`config.mk`:
```
export PLATFORM = sky130hd
export DESIGN_NAME = counter_4bit
export DESIGN_NICKNAME = d
export VERILOG_FILES = /design/src/rtl/counter_4bit_pkg.sv /design/src/rtl/counter_4bit.sv
export SDC_FILE = /design/constraint.sdc
export NUM_CORES = 1
export LEC_CHECK = 0
export CAP_MARGIN = 15
export CELL_PAD_IN_SITES_DETAIL_PLACEMENT = 0
export CELL_PAD_IN_SITES_GLOBAL_PLACEMENT = 1
export CORE_AREA = 2 2 39 41
export DETAILED_ROUTE_END_ITERATION = 12
export DIE_AREA = 0 0 41 43
export GPL_TIMING_DRIVEN = 0
export MAX_ROUTING_LAYER = met4
export PLACE_DENSITY = 0.46
export SLEW_MARGIN = 20
export SYNTH_ARGS = -nofsm -noshare
export SYNTH_HDL_FRONTEND = slang
export SYNTH_SLANG_ARGS = --single-unit
```
`constraint.sdc`:
```
create_clock -name clk -period 2.68 [get_ports clk]
set_input_delay 0.402 -clock clk [delete_from_list [all_inputs] [get_ports clk]]
set_output_delay 0.402 -clock clk [all_outputs]
set_load 0.005 [all_outputs]
```
`src/rtl/counter_4bit_pkg.sv`:
```
// Shared defaults for the counter_4bit timebase.
package counter_4bit_pkg;

    // Default counter width; instances may override within 1..32.
    localparam int unsigned DefaultWidth = 4;

    // Legal width range, kept here so integrators can check overrides.
    localparam int unsigned MinWidth = 1;
    localparam int unsigned MaxWidth = 32;

endpackage

```
`src/rtl/counter_4bit.sv`:
```
// Free-running binary up-counter with terminal-count flag and wrap pulse.
// Reset is synchronous and active-high on the legacy-named rstn port.
module counter_4bit
    import counter_4bit_pkg::*;
#(
    parameter int unsigned     WIDTH   = DefaultWidth,
    parameter logic [WIDTH-1:0] RST_VAL = '0
) (
    input  logic             clk,
    input  logic             rstn,
    output logic [WIDTH-1:0] count_out,
    output logic             tc,
    output logic             wrap
);

    localparam logic [WIDTH-1:0] MAX = {WIDTH{1'b1}};

    logic [WIDTH-1:0] count_q;
    logic             wrap_q;

    // Count and wrap state: synchronous reset, otherwise increment mod 2**WIDTH.
    always_ff @(posedge clk) begin
        if (rstn) begin
            count_q <= RST_VAL;
            wrap_q  <= 1'b0;
        end else begin
            count_q <= count_q + WIDTH'(1);
            // Flag the cycle that shows 0 after rolling over from MAX.
            wrap_q  <= (count_q == MAX);
        end
    end

    // Outputs: tc decodes the registered count directly, no extra stage.
    always_comb begin
        count_out = count_q;
        tc        = (count_q == MAX);
        wrap      = wrap_q;
    end

endmodule

```
==> reports/metrics.csv <==
metric,value,unit
outcome,completed,
Synth Area in Compound Gates,0,%
Die Y-Extent,43,um
CTS Sinks,5,
CTS max path bufs,2,
fin. max-slew vios,0,
initial antenna violation count,0,
worst setup path class,register to primary output,
# setup viols final,0,
Total GRT Usage,6.687,%
Max Cap Viol,0,
Slew HR,85.53,%
Post-route DRC,0,
Fin Clk Skew,0.006691,ns
Horiz. Die Dim,41,um
initial core utilization,12.93,%
num rows,14,
RSZ-0062 raised after global routing,false,
vias in the first global route,152,
Crit path required time,2.28,ns
synthesis warning total,0,
net count after synthesis,19,
Yosys cell types,8,
Post-CTS Setup Repair Bufs,0,
Pleak,0.1193,nW
first-pass GRT wire length,655,um
Final #Nets,31,
most frequent cells in the layout,"clkdlybuf4s50_1 (7), dfxtp_1 (5), nor2_1 (3), nor2b_1 (3), clkbuf_4 (3)",
total power,0.1841,mW
post-synthesis xor/xnor area fraction,4.895,%
DR WL/cell,7.977,um
routability cong.,0.5587,
number of DRC markers in iteration 0,1,
Mapped Cells,16,
port buffer count,7,
Antenna diodes,0,
Worst-path clk slew,0.04,ns
GR Overflow Total,0,
crit start category,register,
Post-Synth Adder-Cell Area,6.993,%
Worst Path Arrival,1.50,ns
Via density,3.628,
Mapped Avg Cell Area,11.18,um^2
Worst-Skew Late Latency,0.24,ns
Final ANT Viol Nets,0,
highest clock rate,526.7,MHz
"flops & latches, synth",5,
CTS Root Cell,clkbuf_4,
multiplexer share of the synthesized area,8.392,%
Non-Filler Instances,43,
post-synthesis simple-gate area fraction,23.78,%
Final Hold Fails,0,
final core occ,21.34,%
placed cells,39,
Hold Crit Class,register to register,
layout cells sized above 1,18.52,%
First-pass DRT Iterations,4,
maximum vdd drop,0.2908,mV
largest family of logic cells by synthesized area,simple AND/OR/NAND/NOR gates,
P&R area growth vs syn,65.03,%
cts repair resizes,0,
Die Footprint,1763,um^2
hold buffers post-CTS,0,
Synth Cell Area,178.9,um^2
PD cells,623.4,nW/um^2
CTS H-Tree Depth,1,
register area share after synthesis,55.94,%
fillers,153,
Crit. End Element,primary output,
area of the core,1384,um^2
crit path time final,1.898,ns
CTS buffer count,3,
TritonCTS clock tree,built,
largest net degree at the start of global routing,7,
Worst-Margin Slew,0.2164,ns
Final Cycle Share,70.84,%
WL final,343,um
routed vias,156,
"commonest non-fill, non-tap cell in the layout",clkdlybuf4s50_1,
Fin Setup TNS,0,ns
Crit Path Max Fanout,4,
worst reg2reg setup slack,1.68,ns
io pins,8,
==> state kept, by name, summed over array words and instances (netlist names) <==
register and flops:
count_out 4, wrap 1
==> cell families after synthesis <==
logic type / Yosys count
xor gates and xnor gates: 1
adders and majority gates: 1
DFF: 5
muxes: 1
and+or+nand+nor: 8
==> metal layers <==
| layer | share of wire (%) | track usage, % | wire (um) | up-vias |
|---|---|---|---|---|
| li1 | - | - | - | 75 |
| met1 | 46 | 7.717 | 157 | 69 |
| met2 | 36 | 6.250 | 125 | 12 |
| met3 | 17 | 9.424 | 60 | 0 |
| met4 | 0 | 2.000 | 0 | 0 |
| met5 | 0 | - | 0 | - |
==> Yosys cell counts, drive strengths merged <==
master  n  area, um^2
nor2    3       11.26
nor2b   3       18.77
dfxtp   5       100.1
mux2    1       15.01
xnor2   1       8.760
and3    1       7.510
nand3   1       5.000
ha      1       12.51
==> metrics by stage <==
stage	hold slack, ns	area [um^2]	worst slack (ns)
detailed placement	0.4555	269.0	1.032
CTS	0.4660	295.3	0.7737
finish	0.4663	295.3	0.7815
global placement	0.4436	269.0	1.052
floorplan	0.4436	178.9	1.542
global route	0.5005	295.3	0.6468
==> worst paths after layout <==
kind                      startpoint                       to  cells past startpoint
max          count_out[0]$_SDFF_PP0_                       tc                      3
max reg2reg  count_out[0]$_SDFF_PP0_          wrap$_SDFF_PP0_                      3
min reg2reg  count_out[0]$_SDFF_PP0_  count_out[0]$_SDFF_PP0_                      1
min          count_out[0]$_SDFF_PP0_  count_out[0]$_SDFF_PP0_                      1
==> critical path: stages (launching register included) <==
cell,delay (ns)
dfxtp_1,0.37
ha_1,0.20
and3_2,0.19
clkdlybuf4s50_1,0.49
==> final cells by class <==
type / count / area (um^2) / area share (%)
repair buffers: 7 / 70.07 / 23.73
clock buffers: 4 / 26.28 / 8.898
multi-input cells: 11 / 78.83 / 26.69
well taps: 16 / 20.02 / 6.780
flip-flops and latches: 5 / 100.1 / 33.90
==> where the power goes <==
group / leakage, nW / internal [mW] / total [mW] / switching [mW]
clock: 0.0150 / 0.0562 / 0.0855 / 0.0293
combinational: 0.0634 / 0.0110 / 0.0163 / 0.00533
sequential: 0.0409 / 0.0786 / 0.0823 / 0.00367
Power figures use the tool's default switching activity.
